[src/rtl/kernel2_mul_pkg.sv]
// Shared types, widths and output-conversion helpers for the kernel2
// pipelined multiplier.
package kernel2_mul_pkg;

  // Largest operand widths that map onto one DSP48 cascade.
  localparam int MAX_DIN0_WIDTH = 25;
  localparam int MAX_DIN1_WIDTH = 18;
  localparam int MAX_PROD_WIDTH = MAX_DIN0_WIDTH + MAX_DIN1_WIDTH;

  // Products are widened to this type before conversion.
  typedef logic [MAX_PROD_WIDTH-1:0] wide_t;

  typedef struct packed {
    wide_t dout;
    logic  sat;
  } sat_result_t;

  // Full product width for a given operand pair.
  function automatic int prod_width(input int w0, input int w1);
    return w0 + w1;
  endfunction

  // Low w bits hold the largest positive two's-complement value of width w.
  function automatic wide_t smax_word(input int w);
    wide_t one;
    one = {{(MAX_PROD_WIDTH-1){1'b0}}, 1'b1};
    return (one << (w - 1)) - one;
  endfunction

  // Low w bits hold the most negative two's-complement value of width w.
  function automatic wide_t smin_word(input int w);
    wide_t one;
    one = {{(MAX_PROD_WIDTH-1){1'b0}}, 1'b1};
    return one << (w - 1);
  endfunction

  // Convert an already sign/zero-extended product to dout_w bits.
  // The overflow flag is raised whenever the discarded upper bits are not a
  // plain extension of the kept bits; with saturate set the result clamps.
  function automatic sat_result_t sat_convert(input wide_t p, input logic is_signed,
                                              input int dout_w, input logic saturate);
    sat_result_t         res;
    wide_t               one;
    wide_t               mask;
    wide_t               upper;
    logic signed [MAX_PROD_WIDTH-1:0] ps;
    logic                ov;
    one  = {{(MAX_PROD_WIDTH-1){1'b0}}, 1'b1};
    mask = (one << dout_w) - one;
    ps   = $signed(p);
    if (is_signed) begin
      upper = wide_t'(ps >>> (dout_w - 1));
      ov    = (upper != {MAX_PROD_WIDTH{1'b0}}) && (upper != {MAX_PROD_WIDTH{1'b1}});
    end else begin
      upper = p >> dout_w;
      ov    = (upper != {MAX_PROD_WIDTH{1'b0}});
    end
    if (saturate && ov) begin
      if (is_signed) begin
        res.dout = p[MAX_PROD_WIDTH-1] ? smin_word(dout_w) : smax_word(dout_w);
      end else begin
        res.dout = mask;
      end
    end else begin
      res.dout = p & mask;
    end
    res.sat = ov;
    return res;
  endfunction

endpackage

[src/rtl/kernel2_mul_pipe_if.sv]
// Producer/consumer handshake bundle of the kernel2 pipelined multiplier.
interface kernel2_mul_pipe_if
  import kernel2_mul_pkg::*;
#(
  parameter int din0_WIDTH = 12,
  parameter int din1_WIDTH = 10,
  parameter int dout_WIDTH = 22,
  parameter int TAG_WIDTH  = 4
);
  logic                  in_valid;
  logic                  in_ready;
  logic                  in_signed;
  logic [din0_WIDTH-1:0] din0;
  logic [din1_WIDTH-1:0] din1;
  logic [TAG_WIDTH-1:0]  in_tag;
  logic                  out_valid;
  logic                  out_ready;
  logic [dout_WIDTH-1:0] dout;
  logic [TAG_WIDTH-1:0]  out_tag;
  logic                  out_sat;

  // Environment side: offers operations and consumes results.
  modport master (
    output in_valid, in_signed, din0, din1, in_tag, out_ready,
    input  in_ready, out_valid, dout, out_tag, out_sat
  );

  // Multiplier side.
  modport slave (
    input  in_valid, in_signed, din0, din1, in_tag, out_ready,
    output in_ready, out_valid, dout, out_tag, out_sat
  );
endinterface

[src/rtl/kernel2_mul_pipe_stage.sv]
// One enable-gated register slice: a valid bit plus an opaque payload.
module kernel2_mul_pipe_stage
  import kernel2_mul_pkg::*;
#(
  parameter int WIDTH = 8
) (
  input  logic             ap_clk,
  input  logic             ap_rst_n,
  input  logic             en_i,
  input  logic             valid_i,
  input  logic [WIDTH-1:0] data_i,
  output logic             valid_o,
  output logic [WIDTH-1:0] data_o
);
  logic             valid_q;
  logic [WIDTH-1:0] data_q;

  // Shift on enable, hold otherwise; reset empties the slice.
  always_ff @(posedge ap_clk) begin
    if (!ap_rst_n) begin
      valid_q <= 1'b0;
      data_q  <= {WIDTH{1'b0}};
    end else if (en_i) begin
      valid_q <= valid_i;
      data_q  <= data_i;
    end else begin
      valid_q <= valid_q;
      data_q  <= data_q;
    end
  end

  assign valid_o = valid_q;
  assign data_o  = data_q;
endmodule

[src/rtl/kernel2_mul_pipe.sv]
// Streaming multiplier: operand register, optional retiming slices and a
// converted output register, all advanced by one global enable.
module kernel2_mul_pipe
  import kernel2_mul_pkg::*;
#(
  parameter int din0_WIDTH = 12,
  parameter int din1_WIDTH = 10,
  parameter int dout_WIDTH = 22,
  parameter int NUM_STAGE  = 3,
  parameter int SATURATE   = 0,
  parameter int TAG_WIDTH  = 4
) (
  input  logic              ap_clk,
  input  logic              ap_rst_n,
  kernel2_mul_pipe_if.slave bus
);
  localparam int FULL_WIDTH = prod_width(din0_WIDTH, din1_WIDTH);
  localparam int MID_W      = FULL_WIDTH + 1 + TAG_WIDTH;
  localparam int OUT_W      = dout_WIDTH + 1 + TAG_WIDTH;
  localparam int RETIME     = (NUM_STAGE >= 2) ? (NUM_STAGE - 2) : 0;

  logic                  en_s;
  logic                  out_valid_s;
  logic [OUT_W-1:0]      out_data_s;
  logic [din0_WIDTH-1:0] op_a_s;
  logic [din1_WIDTH-1:0] op_b_s;
  logic                  op_signed_s;
  logic [TAG_WIDTH-1:0]  op_tag_s;
  logic                  op_valid_s;
  logic [FULL_WIDTH-1:0] a_ext_s;
  logic [FULL_WIDTH-1:0] b_ext_s;
  logic [FULL_WIDTH-1:0] p_s;
  logic                  mid_valid_s [0:RETIME];
  logic [MID_W-1:0]      mid_data_s  [0:RETIME];
  logic [FULL_WIDTH-1:0] src_p_s;
  logic                  src_signed_s;
  logic [TAG_WIDTH-1:0]  src_tag_s;
  wide_t                 p_wide_s;
  sat_result_t           conv_s;
  logic                  unused_conv_s;

  // The whole pipe moves whenever the output slot is free or being drained.
  assign en_s         = !out_valid_s || bus.out_ready;
  assign bus.in_ready = en_s;

  if (NUM_STAGE == 1) begin : g_direct
    assign op_a_s      = bus.din0;
    assign op_b_s      = bus.din1;
    assign op_signed_s = bus.in_signed;
    assign op_tag_s    = bus.in_tag;
    assign op_valid_s  = bus.in_valid && en_s;
  end else begin : g_stage1
    logic [din0_WIDTH-1:0] a_q;
    logic [din1_WIDTH-1:0] b_q;
    logic                  signed_q;
    logic [TAG_WIDTH-1:0]  tag_q;
    logic                  valid_q;
    logic                  valid_d;

    assign valid_d = bus.in_valid && en_s;

    // Capture operands, mode and tag of the offered operation.
    always_ff @(posedge ap_clk) begin
      if (!ap_rst_n) begin
        a_q      <= {din0_WIDTH{1'b0}};
        b_q      <= {din1_WIDTH{1'b0}};
        signed_q <= 1'b0;
        tag_q    <= {TAG_WIDTH{1'b0}};
        valid_q  <= 1'b0;
      end else if (en_s) begin
        a_q      <= bus.din0;
        b_q      <= bus.din1;
        signed_q <= bus.in_signed;
        tag_q    <= bus.in_tag;
        valid_q  <= valid_d;
      end else begin
        a_q      <= a_q;
        b_q      <= b_q;
        signed_q <= signed_q;
        tag_q    <= tag_q;
        valid_q  <= valid_q;
      end
    end

    assign op_a_s      = a_q;
    assign op_b_s      = b_q;
    assign op_signed_s = signed_q;
    assign op_tag_s    = tag_q;
    assign op_valid_s  = valid_q;
  end

  // Extend both operands to full width so one multiply serves both modes.
  assign a_ext_s = {{din1_WIDTH{op_signed_s & op_a_s[din0_WIDTH-1]}}, op_a_s};
  assign b_ext_s = {{din0_WIDTH{op_signed_s & op_b_s[din1_WIDTH-1]}}, op_b_s};
  assign p_s     = a_ext_s * b_ext_s;

  assign mid_valid_s[0] = op_valid_s;
  assign mid_data_s[0]  = {p_s, op_signed_s, op_tag_s};

  for (genvar g = 1; g <= RETIME; g++) begin : g_retime
    kernel2_mul_pipe_stage #(.WIDTH(MID_W)) u_stage (
      .ap_clk   (ap_clk),
      .ap_rst_n (ap_rst_n),
      .en_i     (en_s),
      .valid_i  (mid_valid_s[g-1]),
      .data_i   (mid_data_s[g-1]),
      .valid_o  (mid_valid_s[g]),
      .data_o   (mid_data_s[g])
    );
  end

  assign {src_p_s, src_signed_s, src_tag_s} = mid_data_s[RETIME];

  // Widen the product per its mode and convert it to the output format.
  always_comb begin
    p_wide_s = {MAX_PROD_WIDTH{src_signed_s & src_p_s[FULL_WIDTH-1]}};
    p_wide_s[FULL_WIDTH-1:0] = src_p_s;
    conv_s = sat_convert(p_wide_s, src_signed_s, dout_WIDTH, (SATURATE != 0));
  end

  assign unused_conv_s = ^conv_s.dout;

  kernel2_mul_pipe_stage #(.WIDTH(OUT_W)) u_out (
    .ap_clk   (ap_clk),
    .ap_rst_n (ap_rst_n),
    .en_i     (en_s),
    .valid_i  (mid_valid_s[RETIME]),
    .data_i   ({conv_s.dout[dout_WIDTH-1:0], conv_s.sat, src_tag_s}),
    .valid_o  (out_valid_s),
    .data_o   (out_data_s)
  );

  assign bus.out_valid = out_valid_s;
  assign {bus.dout, bus.out_sat, bus.out_tag} = out_data_s;
endmodule
[src/flat_wrapper.sv]
// flat-port wrapper written by rule: the top's interface ports become plain ports
module kernel2_mul_pipe_flat import kernel2_mul_pkg::*;
#(
  parameter int din0_WIDTH = 12,
  parameter int din1_WIDTH = 10,
  parameter int dout_WIDTH = 22,
  parameter int NUM_STAGE  = 3,
  parameter int SATURATE   = 0,
  parameter int TAG_WIDTH  = 4
)
  (ap_clk, ap_rst_n, bus_in_valid, bus_in_signed, bus_din0, bus_din1, bus_in_tag, bus_out_ready, bus_in_ready, bus_out_valid, bus_dout, bus_out_tag, bus_out_sat);
  kernel2_mul_pipe_if #(.din0_WIDTH(din0_WIDTH), .din1_WIDTH(din1_WIDTH), .dout_WIDTH(dout_WIDTH), .TAG_WIDTH(TAG_WIDTH)) bus_i ();
  input  logic ap_clk;
  input  logic ap_rst_n;
  input wire logic [$bits(bus_i.in_valid)-1:0] bus_in_valid;
  input wire logic [$bits(bus_i.in_signed)-1:0] bus_in_signed;
  input wire logic [$bits(bus_i.din0)-1:0] bus_din0;
  input wire logic [$bits(bus_i.din1)-1:0] bus_din1;
  input wire logic [$bits(bus_i.in_tag)-1:0] bus_in_tag;
  input wire logic [$bits(bus_i.out_ready)-1:0] bus_out_ready;
  output wire logic [$bits(bus_i.in_ready)-1:0] bus_in_ready;
  output wire logic [$bits(bus_i.out_valid)-1:0] bus_out_valid;
  output wire logic [$bits(bus_i.dout)-1:0] bus_dout;
  output wire logic [$bits(bus_i.out_tag)-1:0] bus_out_tag;
  output wire logic [$bits(bus_i.out_sat)-1:0] bus_out_sat;
  assign bus_i.in_valid = bus_in_valid;
  assign bus_i.in_signed = bus_in_signed;
  assign bus_i.din0 = bus_din0;
  assign bus_i.din1 = bus_din1;
  assign bus_i.in_tag = bus_in_tag;
  assign bus_i.out_ready = bus_out_ready;
  assign bus_in_ready = bus_i.in_ready;
  assign bus_out_valid = bus_i.out_valid;
  assign bus_dout = bus_i.dout;
  assign bus_out_tag = bus_i.out_tag;
  assign bus_out_sat = bus_i.out_sat;
  kernel2_mul_pipe #(.din0_WIDTH(din0_WIDTH), .din1_WIDTH(din1_WIDTH), .dout_WIDTH(dout_WIDTH), .NUM_STAGE(NUM_STAGE), .SATURATE(SATURATE), .TAG_WIDTH(TAG_WIDTH)) u_core (.ap_clk(ap_clk), .ap_rst_n(ap_rst_n), .bus(bus_i));
endmodule
[config.mk]
export PLATFORM = sky130hd
export DESIGN_NAME = kernel2_mul_pipe_flat
export DESIGN_NICKNAME = d
export VERILOG_FILES = /design/src/rtl/kernel2_mul_pkg.sv /design/src/rtl/kernel2_mul_pipe_if.sv /design/src/rtl/kernel2_mul_pipe_stage.sv /design/src/rtl/kernel2_mul_pipe.sv /design/src/flat_wrapper.sv
export SDC_FILE = /design/constraint.sdc
export NUM_CORES = 1
export LEC_CHECK = 0
export BUFFER_PORTS_ARGS = -buffer_cell sky130_fd_sc_hd__buf_2
export CORE_ASPECT_RATIO = 1.25
export CORE_MARGIN = 1
export CORE_UTILIZATION = 55
export DETAILED_ROUTE_END_ITERATION = 10
export GPL_TIMING_DRIVEN = 1
export PLACE_DENSITY_LB_ADDON = 0.25
export SYNTH_ARGS = -nofsm -noshare
export SYNTH_HDL_FRONTEND = slang
export SYNTH_SLANG_ARGS = --single-unit
[constraint.sdc]
create_clock -name ap_clk -period 13.6 [get_ports ap_clk]
set_input_delay 4.08 -clock ap_clk [delete_from_list [all_inputs] [get_ports ap_clk]]
set_output_delay 4.08 -clock ap_clk [all_outputs]
set_load 0.01 [all_outputs]
# Word-level counts from Yosys, hierarchy flattened
# Cells that the tools add are included.
[word_totals]
wordCells = 20
register_bits = 84
in_bits = 31
out_inout_bits = 29
[op_classes]
eq_ne = 1
mux = 1
mul = 1
reduce_logical = 5
bitwise = 3
[ops]
columns = ["cell", "count"]
rows = [
  ["!= test 43 bit, second input constant", 1],
  ["nonzero test 43 bit", 1],
  ["multiplier 13 x 11 -> 22 bit", 1],
  ["AND 1 bit", 3],
  ["logical AND 1 bit", 2],
  ["zero test 1 bit", 1],
  ["logical OR 1 bit", 1],
  ["two-way mux 1 bit", 1],
]

# Longest topological paths before layout
[logic_depth]
ltp_word = 4
ltp_mapped = 21
mapped_depth_nobuf = 19

# By module
# From an unflattened synthesis, not the netlist that was laid out.
[hier_totals]
hier_cells = 916
area_unflattened_um2 = 8429.3
[modules_own_cells]
columns = ["mod", "seq_area_each_um2", "instances", "cells_each", "area_per_inst_um2"]
rows = [
  ["kernel2_mul_pipe", 560.5, 1, 738, 6279.8],
  ["kernel2_mul_pipe_stage", 560.5, 2, 89, 1074.8],
]

# Worst setup path after synthesis
# No wires, ideal clock.
[synth_path]
path_kind = "input -> output"
startpoint = "in bus_out_ready"
endpoint = "out bus_in_ready"
t_arrival_ns = 4.704
setup_slack_ns = 4.816
path_stages = 4
path_buffers = 2
t_required_ns = 9.520
path_cell_list = "nor2b_1 > clkbuf_1 > inv_2 > clkbuf_1"
[synth_between]
elab_chain_cells = 1
[synth_rtl]
columns = ["element", "line", "source"]
rows = [
  ["start: declaration", "flat_wrapper.sv:20", "input wire logic [$bits(bus_i.out_ready)-1:0] bus_out_ready;"],
  ["logical OR 1 bit", "kernel2_mul_pipe.sv:43", "assign en_s = !out_valid_s || bus.out_ready;"],
  ["end: declaration", "flat_wrapper.sv:21", "output wire logic [$bits(bus_i.in_ready)-1:0] bus_in_ready;"],
]
# No other way between the ends.

# Worst setup path in the final report
# Same ends and word-level chain as after synthesis.

==> impl_summary.log <==
[metrics] #FFs+latches synth: 83
[metrics] slew at the pin closest to its max-slew limit: 0.888 ns
[metrics] number of placed instances, taps included: 1139
[metrics] share of flip-flops with an asynchronous set or reset: 0
[metrics] sequential share of the synthesized area: 0.207
[metrics] Total Nets Final: 1179
[metrics] Hold/Removal Path Class: flop to flop
[metrics] Leakage: 4.06 nW
[metrics] root buffer cell: sky130_fd_sc_hd__clkbuf_16
[metrics] GRT Resource Usage Total: 0.253
[metrics] sink count of the clock tree: 83
[metrics] power per unit of standard cell area: 86.8 mW/mm^2
[metrics] ordered list of cells on the worst path: buf_2 > nor2b_4 > buf_4 > inv_2 > buf_2
[metrics] largest net degree at the start of global routing: 90
[metrics] Critical Setup Path Class: input pin to output pin
[metrics] Final setup violation count: 0
[metrics] routed length per placed instance: 14.7 um
[metrics] placeable core region: 0.0140 sq mm
[metrics] Arrival @ worst endpoint: 5.22 ns
[metrics] count of unresolved DRC violations after routing: 0
[metrics] Hold Crit Endpoint: u_core.u_out.data_o[8]$_SDFFE_PN0N_
[metrics] initial antenna violation count: 0
[metrics] half-perimeter wire length after placement: 12.7 mm
[metrics] Post-Syn Area: 0.00802 sq mm
[metrics] gate count after technology mapping: 955
[metrics] number of warnings printed during yosys synthesis: 0
[metrics] RSZ-0062 raised after global routing: false
[metrics] grt met2 use: 0.414
[metrics] M3 GR Usage: 0.0338
[metrics] syn avg cell area: 8.39 sq um
[metrics] via density per instance: 5.26
[metrics] count of input and output buffers: 59
[metrics] data required time of the critical path: 9.52 ns
[metrics] Routed WL: 17.0 mm
[metrics] final estimated routing congestion in global placement: 0.797
[metrics] CTS tree: yes
[metrics] synthesized net count: 1159
[metrics] Primary FF master, synth: sky130_fd_sc_hd__dfxtp_1
[metrics] clock slew seen by the registers of the worst setup and hold paths: 0.06 ns
[metrics] TritonCTS buffer count: 9
[metrics] Total Die Area: 0.0151 sq mm
[metrics] capturing point of the worst reg2reg path: u_core.g_retime[1].u_stage.data_o[24]$_SDFFE_PN0N_
[metrics] clock period minus final worst setup slack: 9.30 ns
[metrics] critical path fanouts, max: 89
[metrics] count of flip-flops with a built-in enable after synthesis: 0
[metrics] Most Crowded Layer GR: met2
[metrics] cell depth of the worst flop-to-flop path: 17
[metrics] later-pin clock latency in the skew report: 0.35 ns
[metrics] first-pass GRT wire length: 29.5 mm
[metrics] final instance count without filler cells: 1154
[metrics] Rel. slew slack: 0.408
[metrics] ratio of cells with drive above 1 in the final layout: 0.0899
[metrics] row cnt: 48
[metrics] Setup Fix Bufs, Post-CTS: 0
[metrics] Max Buffers Root-to-Sink: 2
[metrics] maximum achievable frequency: 108 MHz
[metrics] Final TNS setup: 0 ns
[metrics] chip width: 110 um
[metrics] status: complete, no violations
[metrics] startpoint of the lowest-slack hold path: u_core.u_out.data_o[8]$_SDFFE_PN0N_
[metrics] cell type with the highest occurrence count on the critical path: sky130_fd_sc_hd__buf_2
[metrics] P&R area growth vs syn: 7.77%
[metrics] Antenna Diode Count: 0
[metrics] type of element capturing the critical path: output pin
[metrics] via count of the routed design: 6075
[metrics] maximum ir drop on the vdd rail: 0.0000820 V
[metrics] Overflow after GRT: 0
[metrics] number of distinct library cells after synthesis: 47
[metrics] CP Launch Type: input pin
[metrics] Max-Cap Viols: 0
[metrics] Worst Hold Depth: 2
[metrics] number of failing hold endpoints at the final stage: 0
[metrics] vias in the first global route: 6270
[metrics] worst reg2reg setup slack: 7.56 ns
[metrics] level count of the clock H-tree: 3
[metrics] Resize count post-CTS: 0
[metrics] worst reg2reg startpoint: u_core.g_stage1.signed_q$_SDFFE_PN0N_
[metrics] Die Y-Extent: 137 um
[metrics] hold buffers post-CTS: 0
[metrics] remaining number of nets flagged by the antenna check after routing: 0
[metrics] IO Count: 60
[metrics] crit path max-delay cell type: sky130_fd_sc_hd__buf_4
[metrics] worst clock skew on the final layout: 0.00716 ns
[metrics] number of pins exceeding their max-slew limit in the final report: 0
[metrics] share of the cycle needed by the critical path after routing: 0.684
[metrics] initial drt markers: 294
[metrics] 1st-pass router iterations: 4
[metrics] CP peak stage delay: 0.70 ns
[metrics] initial cell density of the core: 0.573
[metrics] met1 Usage GRT: 0.342
[report_power, final]
| group | total (W) | switching, W | internal [W] |
|---|---|---|---|
| clock network | 0.000234 | 0.000109 | 0.000125 |
| logic | 0.000220 | 0.000126 | 0.0000941 |
| registers | 0.000295 | 0.0000270 | 0.000268 |
| total | 0.000750 | 0.000262 | 0.000487 |
[logic make-up after synthesis]
kind of cell	synth area share
simple gates	0.186
buf+inv	0.103
fa+ha+maj	0.387
compound gates	0.0952
flops	0.207
xor+xnor	0.0197
mux	0.00125
[per-layer routing]
metal / share of wire / wire (um)
met1: 0.45 / 7660
met2: 0.49 / 8380
met3: 0.043 / 739
met4: 0.013 / 214
met5: 0 / 0
[cell usage in the layout, fill, tap and decap left out, types with 2 or more instances in the layout]
master and n:
sky130_fd_sc_hd__inv_1 164, sky130_fd_sc_hd__a21oi_1 78, sky130_fd_sc_hd__o21bai_1 2, sky130_fd_sc_hd__o21ai_1 11, sky130_fd_sc_hd__nand4_1 3, sky130_fd_sc_hd__or3_1 2, sky130_fd_sc_hd__xnor2_1 15, sky130_fd_sc_hd__o21a_1 2
sky130_fd_sc_hd__clkbuf_16 9, sky130_fd_sc_hd__nor3_1 4, sky130_fd_sc_hd__nor2_1 20, sky130_fd_sc_hd__buf_2 59, sky130_fd_sc_hd__nand2_1 205, sky130_fd_sc_hd__a21o_1 4, sky130_fd_sc_hd__and2_1 61, sky130_fd_sc_hd__buf_4 4
sky130_fd_sc_hd__and3_1 10, sky130_fd_sc_hd__or2_2 4, sky130_fd_sc_hd__fa_1 125, sky130_fd_sc_hd__o21ai_0 4, sky130_fd_sc_hd__ha_1 48, sky130_fd_sc_hd__o31a_1 2, sky130_fd_sc_hd__clkinvlp_4 2, sky130_fd_sc_hd__nand3_1 15
sky130_fd_sc_hd__a21boi_1 2, sky130_fd_sc_hd__a211oi_1 5, sky130_fd_sc_hd__inv_6 2, sky130_fd_sc_hd__xor2_1 3, sky130_fd_sc_hd__dfxtp_1 83, sky130_fd_sc_hd__a2111o_1 2, sky130_fd_sc_hd__o211ai_1 4, sky130_fd_sc_hd__a2111oi_0 2
sky130_fd_sc_hd__inv_2 3
[worst max-delay path: cells and delay by family]
kind	cells	cell delay, ns
buffers and inverters	4	1.04
and+or+nand+nor	1	0.09
[sequential cells by signal, indices dropped and copies added (netlist names)]
name,cells
u_core.g_retime.u_stage.valid_o,1
u_core.g_retime.u_stage.data_o,26
u_core.g_stage1.tag_q,4
u_core.u_out.data_o,27
u_core.g_stage1.a_q,12
u_core.u_out.valid_o,1
u_core.g_stage1.signed_q,1
u_core.g_stage1.b_q,10
u_core.g_stage1.valid_q,1
[area by class of cell]
| cell class | instances | area, sq um |
|---|---|---|
| fillers | 1241 | 5350 |
| inverters | 167 | 627 |
| flip-flops and latches | 83 | 1660 |
| well taps | 175 | 219 |
| multi-input cells | 651 | 5530 |
| clock buffers | 9 | 225 |
| clock inverters | 6 | 48.8 |
| repair buffers | 63 | 325 |
[cell usage after synthesis, types with 5 or more instances]
cell type / number / area share
sky130_fd_sc_hd__fa_1: 125 / 0.31
sky130_fd_sc_hd__o21ai_1: 11 / 0.0069
sky130_fd_sc_hd__dfxtp_1: 83 / 0.21
sky130_fd_sc_hd__nand3_1: 15 / 0.0094
sky130_fd_sc_hd__ha_1: 48 / 0.075
sky130_fd_sc_hd__inv_1: 165 / 0.077
sky130_fd_sc_hd__xnor2_1: 15 / 0.016
sky130_fd_sc_hd__buf_1: 6 / 0.0028
sky130_fd_sc_hd__clkbuf_1: 48 / 0.022
sky130_fd_sc_hd__nor2_1: 20 / 0.0094
sky130_fd_sc_hd__and3_1: 10 / 0.0078
sky130_fd_sc_hd__a211oi_1: 5 / 0.0047
sky130_fd_sc_hd__a21oi_1: 78 / 0.049
sky130_fd_sc_hd__nand2_1: 205 / 0.096
sky130_fd_sc_hd__and2_1: 61 / 0.048
[worst max path at each step]
stage                       start           end  slack, ns  cells past startpoint
floorplan           bus_out_ready  bus_in_ready       4.82                      4
global placement    bus_out_ready  bus_in_ready       4.29                      5
detailed placement  bus_out_ready  bus_in_ready       4.29                      5
CTS                 bus_out_ready  bus_in_ready       4.30                      5
global route        bus_out_ready  bus_in_ready       4.19                      5
finish              bus_out_ready  bus_in_ready       4.30                      5
[per-stage QoR]
step	util	instance area, sq um	hold slack (ns)	total power [W]	setup WS (ns)
floorplan	-	8020	0.432	0.000456	4.82
detailed placement	0.598	8370	0.441	0.000517	4.29
finish	0.617	8640	0.448	0.000750	4.30
global placement	0.598	8370	0.436	0.000516	4.29
global route	0.617	8640	0.463	0.000798	4.19
CTS	0.617	8640	0.451	0.000758	4.30
Power figures use the tool's default switching activity.
